**src/rtl/mole_round_controller.sv**
```systemverilog
`default_nettype none
// +--------------------------------------------------------------------------+
// | Module      : mole_round_controller                                      |
// | Description : Round sequencer for the whack-a-mole game. Runs the        |
// |               idle / play / game-over FSM, schedules mole spawns and     |
// |               lifetimes, and owns score, misses, level and countdown.    |
// | Ports       : clk, reset (async, active-low), start (raw, active-low),   |
// |               tick_sec / tick_fast (1-clk pulses), hit_in (keypad level),|
// |               rand_row / rand_col (position candidate);                  |
// |               is_started, game_over, mole_valid, mole_row, mole_col,     |
// |               score, miss_count, level, time_left.                       |
// | Options     : MISS_PENALTY_EN - an expiry also takes one point off score.|
// | Revision    : 1.0 - initial release                                      |
// +--------------------------------------------------------------------------+
module mole_round_controller #(
    parameter int GAME_TIME      = 60,
    parameter int MOLE_LIFE_INIT = 40,
    parameter int MOLE_LIFE_MIN  = 10,
    parameter int LIFE_STEP      = 4,
    parameter int HITS_PER_LEVEL = 5,
    parameter int GAP_TICKS      = 8,
    parameter int MAX_SCORE      = 999
) (
    input  logic       clk,
    input  logic       reset,
    input  logic       start,
    input  logic       tick_sec,
    input  logic       tick_fast,
    input  logic       hit_in,
    input  logic [1:0] rand_row,
    input  logic [1:0] rand_col,
    output logic       is_started,
    output logic       game_over,
    output logic       mole_valid,
    output logic [1:0] mole_row,
    output logic [1:0] mole_col,
    output logic [9:0] score,
    output logic [7:0] miss_count,
    output logic [2:0] level,
    output logic [5:0] time_left
);

    localparam logic [2:0] c_ST_IDLE   = 3'd0;
    localparam logic [2:0] c_ST_ARM    = 3'd1;
    localparam logic [2:0] c_ST_SPAWN  = 3'd2;
    localparam logic [2:0] c_ST_ACTIVE = 3'd3;
    localparam logic [2:0] c_ST_GAP    = 3'd4;
    localparam logic [2:0] c_ST_OVER   = 3'd5;

    localparam logic [5:0] c_GAME_TIME = 6'(GAME_TIME);
    localparam logic [7:0] c_LIFE_INIT = 8'(MOLE_LIFE_INIT);
    localparam logic [7:0] c_LIFE_MIN  = 8'(MOLE_LIFE_MIN);
    localparam logic [7:0] c_LIFE_STEP = 8'(LIFE_STEP);
    localparam logic [8:0] c_LIFE_KNEE = 9'(MOLE_LIFE_MIN + LIFE_STEP);
    localparam logic [7:0] c_HIT_LAST  = 8'(HITS_PER_LEVEL - 1);
    localparam logic [7:0] c_GAP_LAST  = 8'(GAP_TICKS - 1);
    localparam logic [9:0] c_MAX_SCORE = 10'(MAX_SCORE);

    logic [2:0] r_state;
    logic [2:0] w_state_next;

    logic       r_start_s1, r_start_s2, r_start_d;
    logic       r_hit_q, r_hit_d;
    logic [5:0] r_time_left;
    logic [9:0] r_score;
    logic [7:0] r_miss;
    logic [2:0] r_level;
    logic [7:0] r_life;
    logic [7:0] r_life_cnt;
    logic [7:0] r_hit_cnt;
    logic [7:0] r_gap_cnt;
    logic       r_mole_valid;
    logic [1:0] r_mole_row, r_mole_col;

    logic       w_start_evt, w_hit_evt, w_play;
    logic       w_hit_now, w_expire, w_level_up, w_gap_done, w_time_up;
    logic [1:0] w_spawn_col;
    logic [7:0] w_life_dec;
    logic [9:0] w_score_inc;

    // start is active-low: a falling edge of the synchronised level starts a round.
    assign w_start_evt = r_start_d & ~r_start_s2;
    assign w_hit_evt   = r_hit_q & ~r_hit_d;
    assign w_play      = (r_state == c_ST_SPAWN) || (r_state == c_ST_ACTIVE) ||
                         (r_state == c_ST_GAP);
    assign w_hit_now   = (r_state == c_ST_ACTIVE) && w_hit_evt;
    // A hit in the same clock as the last lifetime tick takes priority.
    assign w_expire    = (r_state == c_ST_ACTIVE) && !w_hit_evt && tick_fast &&
                         (r_life_cnt <= 8'd1);
    assign w_level_up  = (r_hit_cnt >= c_HIT_LAST);
    assign w_gap_done  = (r_state == c_ST_GAP) && tick_fast && (r_gap_cnt >= c_GAP_LAST);
    assign w_time_up   = w_play && tick_sec && (r_time_left == 6'd1);

    // Never respawn on the same cell twice in a row.
    assign w_spawn_col = ((rand_row == r_mole_row) && (rand_col == r_mole_col)) ?
                         rand_col + 2'd1 : rand_col;
    assign w_life_dec  = ({1'b0, r_life} >= c_LIFE_KNEE) ? r_life - c_LIFE_STEP : c_LIFE_MIN;
    assign w_score_inc = (r_score >= c_MAX_SCORE) ? r_score : r_score + 10'd1;

    always_ff @(posedge clk or negedge reset) begin
        if (!reset) begin
            r_state <= c_ST_IDLE;
        end else begin
            r_state <= w_state_next;
        end
    end

    always_comb begin
        w_state_next = r_state;
        case (r_state)
            c_ST_IDLE:   if (w_start_evt) w_state_next = c_ST_ARM;
            c_ST_ARM:    w_state_next = c_ST_SPAWN;
            c_ST_SPAWN:  w_state_next = c_ST_ACTIVE;
            c_ST_ACTIVE: if (w_hit_now || w_expire) w_state_next = c_ST_GAP;
            c_ST_GAP:    if (w_gap_done) w_state_next = c_ST_SPAWN;
            c_ST_OVER:   if (w_start_evt) w_state_next = c_ST_ARM;
            default:     w_state_next = c_ST_IDLE;
        endcase
        // Running out of time overrides any play transition.
        if (w_time_up) w_state_next = c_ST_OVER;
    end

    always_ff @(posedge clk or negedge reset) begin
        if (!reset) begin
            r_start_s1   <= 1'b1;
            r_start_s2   <= 1'b1;
            r_start_d    <= 1'b1;
            r_hit_q      <= 1'b0;
            r_hit_d      <= 1'b0;
            r_time_left  <= c_GAME_TIME;
            r_score      <= '0;
            r_miss       <= '0;
            r_level      <= '0;
            r_life       <= c_LIFE_INIT;
            r_life_cnt   <= '0;
            r_hit_cnt    <= '0;
            r_gap_cnt    <= '0;
            r_mole_valid <= 1'b0;
            r_mole_row   <= '0;
            r_mole_col   <= '0;
        end else begin
            r_start_s1 <= start;
            r_start_s2 <= r_start_s1;
            r_start_d  <= r_start_s2;
            r_hit_q    <= hit_in;
            r_hit_d    <= r_hit_q;

            case (r_state)
                c_ST_ARM: begin
                    r_time_left <= c_GAME_TIME;
                    r_score     <= '0;
                    r_miss      <= '0;
                    r_level     <= '0;
                    r_life      <= c_LIFE_INIT;
                    r_hit_cnt   <= '0;
                end
                c_ST_SPAWN: begin
                    r_mole_row   <= rand_row;
                    r_mole_col   <= w_spawn_col;
                    r_life_cnt   <= r_life;
                    r_mole_valid <= 1'b1;
                end
                c_ST_ACTIVE: begin
                    if (w_hit_evt) begin
                        r_score      <= w_score_inc;
                        r_mole_valid <= 1'b0;
                        r_gap_cnt    <= '0;
                        if (w_level_up) begin
                            r_hit_cnt <= '0;
                            r_life    <= w_life_dec;
                            if (r_level != 3'd7) r_level <= r_level + 3'd1;
                        end else begin
                            r_hit_cnt <= r_hit_cnt + 8'd1;
                        end
                    end else if (tick_fast) begin
                        if (w_expire) begin
                            r_mole_valid <= 1'b0;
                            r_gap_cnt    <= '0;
                            if (r_miss != 8'hFF) r_miss <= r_miss + 8'd1;
`ifdef MISS_PENALTY_EN
                            if (r_score != 10'd0) r_score <= r_score - 10'd1;
`endif
                        end else begin
                            r_life_cnt <= r_life_cnt - 8'd1;
                        end
                    end
                end
                c_ST_GAP: begin
                    if (tick_fast) r_gap_cnt <= r_gap_cnt + 8'd1;
                end
                default: ;
            endcase

            if (w_play && tick_sec && (r_time_left != 6'd0)) begin
                r_time_left <= r_time_left - 6'd1;
            end
            if (w_time_up) r_mole_valid <= 1'b0;
        end
    end

    assign is_started = (r_state == c_ST_ARM) || w_play;
    assign game_over  = (r_state == c_ST_OVER);
    assign mole_valid = r_mole_valid;
    assign mole_row   = r_mole_row;
    assign mole_col   = r_mole_col;
    assign score      = r_score;
    assign miss_count = r_miss;
    assign level      = r_level;
    assign time_left  = r_time_left;

endmodule
`default_nettype wire

```
**config.mk**
```make
export PLATFORM = sky130hd
export DESIGN_NAME = mole_round_controller
export DESIGN_NICKNAME = d
export VERILOG_FILES = /design/src/rtl/mole_round_controller.sv
export SDC_FILE = /design/constraint.sdc
export NUM_CORES = 1
export LEC_CHECK = 0
export CAP_MARGIN = 20
export CORE_ASPECT_RATIO = 0.7
export CORE_MARGIN = 2
export CORE_UTILIZATION = 60
export CTS_BUF_LIST = sky130_fd_sc_hd__clkbuf_4 sky130_fd_sc_hd__clkbuf_8 sky130_fd_sc_hd__clkbuf_16
export CTS_CLUSTER_DIAMETER = 120
export DETAILED_ROUTE_END_ITERATION = 8
export PLACE_DENSITY = 0.85
export SLEW_MARGIN = 40
export SYNTH_ARGS = -nofsm -noshare
export SYNTH_HDL_FRONTEND = slang
export SYNTH_SLANG_ARGS = --single-unit
```
**constraint.sdc**
```tcl
create_clock -name clk -period 3.9 [get_ports clk]
set_input_delay 1.17 -clock clk [delete_from_list [all_inputs] [get_ports clk]]
set_output_delay 1.17 -clock clk [all_outputs]
set_load 0.02 [all_outputs]
```
### Word level (Yosys, flattened, before mapping)

Cells that the tools add are included.

* register bits: 72
* input port bits: 10
* output and inout bits: 34
* logic and storage cells: 135

* add/sub/neg operators: 9
* magnitude comparators: 5
* equality and inequality tests: 27
* multiplexer cells: 41
* bitwise gates (word level): 4
* reduce and logical (&&, ||, !) cells: 32

Operators with widths (count)
* two-way mux 8 bit: 16
* one-hot mux 8 bit (2 select lines): 5
* adder 8 x 1 -> 8 bit, second input constant: 3
* two-way mux 3 bit: 7
* two-way mux 10 bit: 2
* one-hot mux 10 bit (2 select lines): 1
* >= comparator 8 x 3 -> 1 bit, second input constant: 2
* != test 2 bit, second input constant: 8
* one-hot mux 3 bit (5 select lines): 1
* two-way mux 6 bit: 2
* != test 3 bit, second input constant: 4
* AND reduction 3 bit: 4
* AND reduction 4 bit: 3
* adder 10 x 1 -> 10 bit, second input constant: 1
* >= comparator 10 bit, second input constant: 1
* logical AND 1 bit: 10
* >= comparator 8 x 4 -> 1 bit, second input constant: 1
* less-or-equal comparator 8 x 1 -> 1 bit, second input constant: 1
* != test 4 bit, second input constant: 2
* != test 8 bit, second input constant: 1
* nonzero test 2 bit: 4
* subtractor 8 x 1 -> 8 bit, second input constant: 1
* subtractor 8 x 3 -> 8 bit, second input constant: 1
* equality test 3 x 2 -> 1 bit, second input constant: 2
* 24 further kinds: 35

### Depth between registers and ports, before layout

Gate-level depths: netlist of the first run.

* word-level depth: 11
* mapped depth: 8
* gate-level depth less buffers: 7

### Worst setup path before layout of the first run

No wires, ideal clock.

* path type: input to register
* start: input tick_fast
* end: register r_life_cnt[6]
* data arrival time: 2344 ps
* required time: 3774 ps
* slack: 1430 ps
* stages on the path: 6
* path buffers: 1
* cell sequence: nand2b_1 > o41a_2 > buf_2 > a32oi_1 > nor2_1 > a221o_1

* cells in the longest elaborated chain, start to end: 4
* elaborated cells between the ends (all ways): 5
* classes of those cells: 2 x eq/ne; 3 x reduce/logical

RTL lines
* from (decl): RTL line 28 `input logic tick_fast,`
* logical AND 1 bit (2 in a row): RTL line 88 `assign w_expire = (r_state == c_ST_ACTIVE) && !w_hit_evt && tick_fast &&`
* != test 2 bit (no line)
* AND reduction 4 bit (no line) (*)
* to (signal assigned): RTL line 160 `r_life_cnt <= r_life;`
* to (signal assigned): RTL line 184 `r_life_cnt <= r_life_cnt - 8'd1;`
* to (decl): RTL line 69 `logic [7:0] r_life_cnt;`

Mark *: on every way between the ends. The rest lies on a longest branch, timed or not.
A chain may end at the register's enable or synchronous reset.

### Worst setup path after layout of the first run

* start: register r_state[0]
* end: output game_over

* cells in the longest elaborated chain, start to end: 1

RTL lines
* from (decl): RTL line 59 `logic [2:0] r_state;`
* from (signal assigned): RTL line 102 `r_state <= c_ST_IDLE;`
* from (signal assigned): RTL line 104 `r_state <= w_state_next;`
* equality test 3 bit: RTL line 202 `assign game_over = (r_state == c_ST_OVER);`
* to (decl): RTL line 33 `output logic game_over,`

No other way between the ends.

==> run_results.csv, run 1 <==
group,metric,value,unit
floorplanning,die_w,98.21,um
route,via_per_inst,6.010,
logic_synthesis,synth-main-ff-cell,"dfrtp_1",
floorplanning,core_area,5871,um2
sta,worst_pin_slew,724.8,ps
critical_path,critPathCaptureType,"output pin",
sta,hold_viol,0,
logic_synthesis,synth_edf_count,0,
route,vias,3149,
floorplanning,ios,44,
grt,grt_max_degree,36,
clocking,clkLatencyLatePin,340,ps
critical_path,path_class,"flip-flop to output pin",
power,p_per_area,675.9,nW/um2
logic_synthesis,yosysUniqueCellTypes,57,
cells_and_area,final_area,4447,um2
sta,setup_viol,0,
power,finalPower,3.006,mW
logic_synthesis,async_reset_ff_frac,1.000,
clocking,cts_setup_buffers,0,
critical_path,r2r_cells,5,
cells_and_area,syn2layout_area_growth,19.30,%
route,drt_pre_antenna_iters,5,
grt,grt_pass1_vias,2847,
place,place_inst,508,
logic_synthesis,ys_warn_count,0,
place,detailedPlace.worstSlack,738.6,ps
job,drv_cap,0,
logic_synthesis,ys_ff_latch,71,
power,p_leak,1.893,nW
min_path,whs_endpoint,"r_start_s2",
sta,rsz0062_at_grt,"no",
floorplanning,start_util,0.6349,
grt,grtUsageTotal,0.2490,
logic_synthesis,syn_area,3727,um2
cells_and_area,n_antenna_cell,0,
logic_synthesis,ys_seq_area_frac,0.4797,
route,drtAntennaViolNets,0,
power,peakVddDrop,0.4155,mV
critical_path,critPathLaunch,"r_state[0]",
critical_path,crit-reg2reg-launch,"r_state[1]",
logic_synthesis,syn_inst,394,
route,drt_iter0_markers,290,
logic_synthesis,synth_area_per_cell,9.460,um2
place,dpl_cell_area,4245,um2
critical_path,arrival,1920,ps
clocking,clk_pin_slew,70,ps
sta,drv_slew,0,
grt,antenna_found_initial,0,
place,hpwl,5869,um
clocking,cts-root-buf,"clkbuf_8",
route,drc,0,
cells_and_area,fill_cells,428,
route,totalWireLength,8277,um
min_path,hold_depth,0,
sta,setup_tns,0,ps
logic_synthesis,synth_nets,417,
sta,relSlewSlack,0.5150,
clocking,htree_levels,3,
sta,fmaxAchievable,323.8,MHz
cells_and_area,fin_util,0.7575,
critical_path,crit_required,2730,ps
grt,overflow,0,
floorplanning,dieArea,6869,um2
sta,period_needed,3088,ps
critical_path,regToRegEndpoint,"r_life[4]",
clocking,cts_resized,0,
clocking,clk_path_buf_depth,2,
cells_and_area,drive_above_1_share,0.09131,
place,numPortBuffers,43,
min_path,hold_path.class,"flip-flop to flip-flop",
cells_and_area,layout.nets,467,
sta,hold_ws,357.3,ps
clocking,cts_tree,"yes",
sta,fin_worst_skew,8.755,ps
floorplanning,die_h,69.95,um
critical_path,cp_max_fo,9,
clocking,cts_made_buffers,9,
min_path,min_from,"r_start_s1",
sta,setup_slack,812.1,ps
critical_path,ff2ff_setup_slack,1460,ps
cells_and_area,stdcell_count,524,
clocking,postCtsHoldBufs,0,
status,status,"complete, no violations",
grt,grt_pass1_wl,13770,um
sta,min_period_over_period,0.7918,
place,gp_congestion,0.9035,
floorplanning,rows,23,
route,wl_per_cell,15.80,um
critical_path,start_kind,"flip-flop",
clocking,cts_num_sinks,71,
[report_power, final]
| part | internal, mW | leakage (nW) | switching [mW] |
|---|---|---|---|
| Clock | 0.323 | 0.107 | 0.249 |
| Combinational | 0.517 | 0.872 | 0.762 |
| Sequential | 0.930 | 0.914 | 0.224 |
| Total | 1.77 | 1.89 | 1.24 |
[layout make-up]
class | count | area [um2] | area share
inverters | 17 | 63.81 | 0.01435
clock buffers | 16 | 201.4 | 0.04530
flip-flops and latches | 71 | 1788 | 0.4021
well taps | 75 | 93.84 | 0.02110
repair buffers | 48 | 462.9 | 0.1041
multi-input cells | 297 | 1837 | 0.4131
[kinds of logic after synthesis]
group                      Yosys count  share of synthesized area
xor gates and xnor gates            21                    0.04935
AOI/OAI and AO/OA                   86                     0.1487
muxes                                6                    0.01678
DFF                                 71                     0.4797
buffers and inverters               26                    0.02752
and+or+nand+nor                    171                     0.2343
adders and majority gates           13                    0.04364
[cells in the final DEF (no fill, tap or decap), types with 2 or more instances in the layout]
cell type / Yosys / layout
nor3_1: 14 / 14
a22oi_1: 4 / 4
clkbuf_8: 0 / 13
nand4_1: 5 / 5
a221o_1: 2 / 2
a211oi_1: 7 / 7
o21ai_0: 31 / 31
clkdlybuf4s50_1: 0 / 42
dfrtp_1: 62 / 62
xor2_1: 8 / 8
o21a_1: 2 / 2
a31oi_1: 7 / 7
a22o_1: 3 / 3
buf_4: 0 / 5
nand2_1: 41 / 41
nand3_1: 23 / 23
inv_1: 16 / 16
nor2_1: 41 / 41
nor4_1: 5 / 5
dfstp_2: 9 / 9
ha_1: 13 / 13
and3_1: 4 / 4
mux2i_1: 4 / 4
or3_1: 6 / 6
nand2b_1: 7 / 7
mux2_2: 2 / 2
or3_2: 2 / 2
o31ai_1: 2 / 2
or4_1: 6 / 6
nor4b_1: 2 / 2
xnor2_1: 13 / 13
and2_1: 4 / 4
clkbuf_4: 0 / 3
nor2b_1: 2 / 2
nor3b_1: 2 / 2
a21o_1: 2 / 2
a21oi_1: 13 / 13
[how the worst max path moves through the flow]
stage                               end  cells past startpoint
after floorplan           r_life_cnt[6]                      6
after global placement    r_life_cnt[0]                      6
after detailed placement  r_life_cnt[0]                      6
after CTS                     game_over                      3
after global routing          game_over                      3
final                         game_over                      3
[layer usage]
metal  vias up  wire (um)  track usage
li1       1522          -            -
met1      1511       3851       0.3534
met2       105       3815       0.3775
met3        11        517      0.06507
met4         0         93      0.07763
met5         -          0            0
[state kept, by name (all words and copies together) (netlist names), 6 cells and up]
register    flops
score          10
miss_count      8
r_gap_cnt       8
r_hit_cnt       8
r_life_cnt      8
r_life          7
time_left       6
[synth_stat cells (2+ instances only)]
master | number | area share
inv_1 | 16 | 0.016
or3_2 | 2 | 0.0040
dfrtp_1 | 62 | 0.42
and3_1 | 4 | 0.0067
nor4b_1 | 2 | 0.0047
nor2b_1 | 2 | 0.0034
dfstp_2 | 9 | 0.063
ha_1 | 13 | 0.044
buf_2 | 3 | 0.0040
xor2_1 | 8 | 0.019
a22oi_1 | 4 | 0.0081
xnor2_1 | 13 | 0.031
a211oi_1 | 7 | 0.014
nand2_1 | 41 | 0.041
nand2b_1 | 7 | 0.012
nor3b_1 | 2 | 0.0040
or3_1 | 6 | 0.010
a21oi_1 | 13 | 0.017
mux2_2 | 2 | 0.0060
or4_1 | 6 | 0.012
nor4_1 | 5 | 0.0084
a31oi_1 | 7 | 0.012
clkbuf_1 | 5 | 0.0050
nand4_1 | 5 | 0.0084
o31ai_1 | 2 | 0.0040
and2_1 | 4 | 0.0067
nor3_1 | 14 | 0.019
a21o_1 | 2 | 0.0040
a22o_1 | 3 | 0.0071
nor2_1 | 41 | 0.041
o21ai_0 | 31 | 0.042
nand3_1 | 23 | 0.031
a221o_1 | 2 | 0.0054
o21a_1 | 2 | 0.0040
mux2i_1 | 4 | 0.011
[critical path, cell delays in order, from the launching register on]
cell and delay (ps):
dfrtp_1 350, clkinv_1 230, nor3_1 340, clkdlybuf4s50_1 660
Power figures use the tool's default switching activity.
==> run 2: changes to the inputs <==
Settings changed: CORE_UTILIZATION 60 to 56, PLACE_DENSITY 0.85 to 0.8.
Clock period 3.9 ns to 2.9 ns, I/O delays scaled along.
==> run 2 against run 1 <==
Effect of this change: worst hold slack improved by 2.3 ps; final cell count rose by 4.4%; non-clock buffer count rose by 7; global-route usage rose by 0.73 points; sequential power rose by 36%; combinational power rose by 40%; clock skew rose by 1.0 ps; design area rose by 2.0%; clock-buffer cell count fell by 3; worst setup slack got worse by 680 ps; utilization fell by 4.2 points; clock power rose by 42%; critical endpoint unchanged; largest power group unchanged; highest routed layer unchanged.
==> run_results.csv, run 2 (same netlist as run 1, synthesis figures left out) <==
group,metric,value,unit
power,p_leak,1.934,nW
sta,min_period_over_period,0.9539,
grt,grt_max_degree,49,
place,numPortBuffers,43,
grt,grt_pass1_wl,14580,um
cells_and_area,drive_above_1_share,0.1053,
clocking,cts_made_buffers,9,
route,wl_per_cell,15.66,um
critical_path,critPathLaunch,"r_state[1]",
clocking,htree_levels,3,
cells_and_area,largest_reg_flops,10,
route,drc,0,
sta,relSlewSlack,0.5716,
power,p_sw,1.711,mW
sta,period_needed,2766,ps
cells_and_area,mostFrequentLayoutCells,"dfrtp_1 (62), clkdlybuf4s50_1 (42), nor2_1 (41), nand2_1 (41), o21ai_0 (31)",
job,drv_cap,0,
power,p_per_area,917.4,nW/um2
clocking,clk_pin_slew,70,ps
place,detailedPlace.worstSlack,62.07,ps
cells_and_area,n_antenna_cell,0,
route,totalWireLength,8567,um
route,vias,3192,
critical_path,path_class,"flip-flop to output pin",
floorplanning,core_area,6336,um2
critical_path,crit_required,2030,ps
clocking,postCtsHoldBufs,0,
sta,setup_tns,0,ps
status,status,"complete, no violations",
power,p_clk_frac,0.195,
cells_and_area,layout.nets,474,
critical_path,arrival,1900,ps
min_path,hold_path.class,"flip-flop to flip-flop",
power,pwr-share-seq,0.375,
floorplanning,die_w,101.5,um
clocking,cts_tree,"yes",
floorplanning,ios,44,
route,drt_pre_antenna_iters,4,
sta,worst_pin_slew,626.4,ps
clocking,cts_setup_buffers,0,
critical_path,critPathCaptureType,"output pin",
route,via_per_inst,5.835,
floorplanning,dieArea,7335,um2
place,place_inst,531,
grt,overflow,0,
cells_and_area,layout_commonest_cell,"dfrtp_1",
cells_and_area,stdcell_count,547,
sta,rsz0062_at_grt,"no",
clocking,cts_resized,0,
place,hpwl,6237,um
floorplanning,rows,24,
clocking,cts_num_sinks,71,
clocking,clkLatencyLatePin,350,ps
sta,hold_ws,359.6,ps
critical_path,crit-reg2reg-launch,"r_state[1]",
sta,hold_viol,0,
min_path,min_from,"r_start_s1",
critical_path,cp_max_fo,14,
floorplanning,start_util,0.5883,
cells_and_area,syn2layout_area_growth,21.65,%
grt,grtUsageTotal,0.2563,
critical_path,start_kind,"flip-flop",
grt,antenna_found_initial,0,
sta,setup_viol,0,
power,comb_power_share,0.430,
floorplanning,die_h,72.26,um
clocking,cts-root-buf,"clkbuf_8",
power,swShare,0.4114,
sta,drv_slew,0,
route,drtAntennaViolNets,0,
power,peakVddDrop,0.4015,mV
sta,setup_slack,133.8,ps
place,gp_congestion,0.9219,
grt,grt_pass1_vias,3041,
clocking,clk_path_buf_depth,2,
sta,fmaxAchievable,361.5,MHz
cells_and_area,fill_cells,456,
route,drt_iter0_markers,342,
power,p_int,2.449,mW
sta,fin_worst_skew,9.781,ps
## run 2: critical path, stage by stage, from the launching register on
cell	delay [ps]
dfrtp_1	540
nor3_1	320
clkdlybuf4s50_1	680
## run 2: worst paths after layout
kind | depth (start not counted) | slack (ps) | end
worst min-delay path | 0 | 360 | r_start_s2
worst max register to register | 5 | 490 | r_life[4]
max in group asynchronous | 2 | 1710 | r_life[3]
worst min register to register | 0 | 360 | r_start_s2
min in group asynchronous | 1 | 500 | mole_col[1]
worst max-delay path | 2 | 130 | game_over
## run 2: cell type report
cell class	instances	area, um2	area share
Multi-Input combinational cell	297	1837	0.4051
Sequential cell	71	1788	0.3943
Timing Repair Buffer	55	528.0	0.1164
Clock buffer	13	160.2	0.03532
Tap cell	91	113.9	0.02511
Inverter	17	63.81	0.01407
Clock inverter	3	43.79	0.009658
## run 2: stage by stage
step | total power [mW] | area (um2) | utilization
after floorplan | 2.675 | 3727 | -
after global placement | 3.279 | 4330 | 0.6835
after detailed placement | 3.344 | 4330 | 0.6835
after CTS | 4.164 | 4534 | 0.7156
after global routing | 4.450 | 4534 | 0.7156
final | 4.160 | 4534 | 0.7156
## run 2: per-layer routing
layer | track usage | part of all wire | vias up
met2 | 0.3911 | 0.46 | 126
li1 | - | - | 1524
met4 | 0.07207 | 0.015 | 0
met1 | 0.3598 | 0.46 | 1527
met5 | 0 | 0 | -
met3 | 0.07514 | 0.066 | 15
## run 2: power groups by stage
stage	Combinational [mW]	Clock, mW	Sequential [mW]
finish	1.79	0.810	1.56
global route	1.99	0.863	1.60
CTS	1.78	0.828	1.55
detailed placement	1.78	0	1.57
global placement	1.72	0	1.56
floorplan	1.09	0	1.58
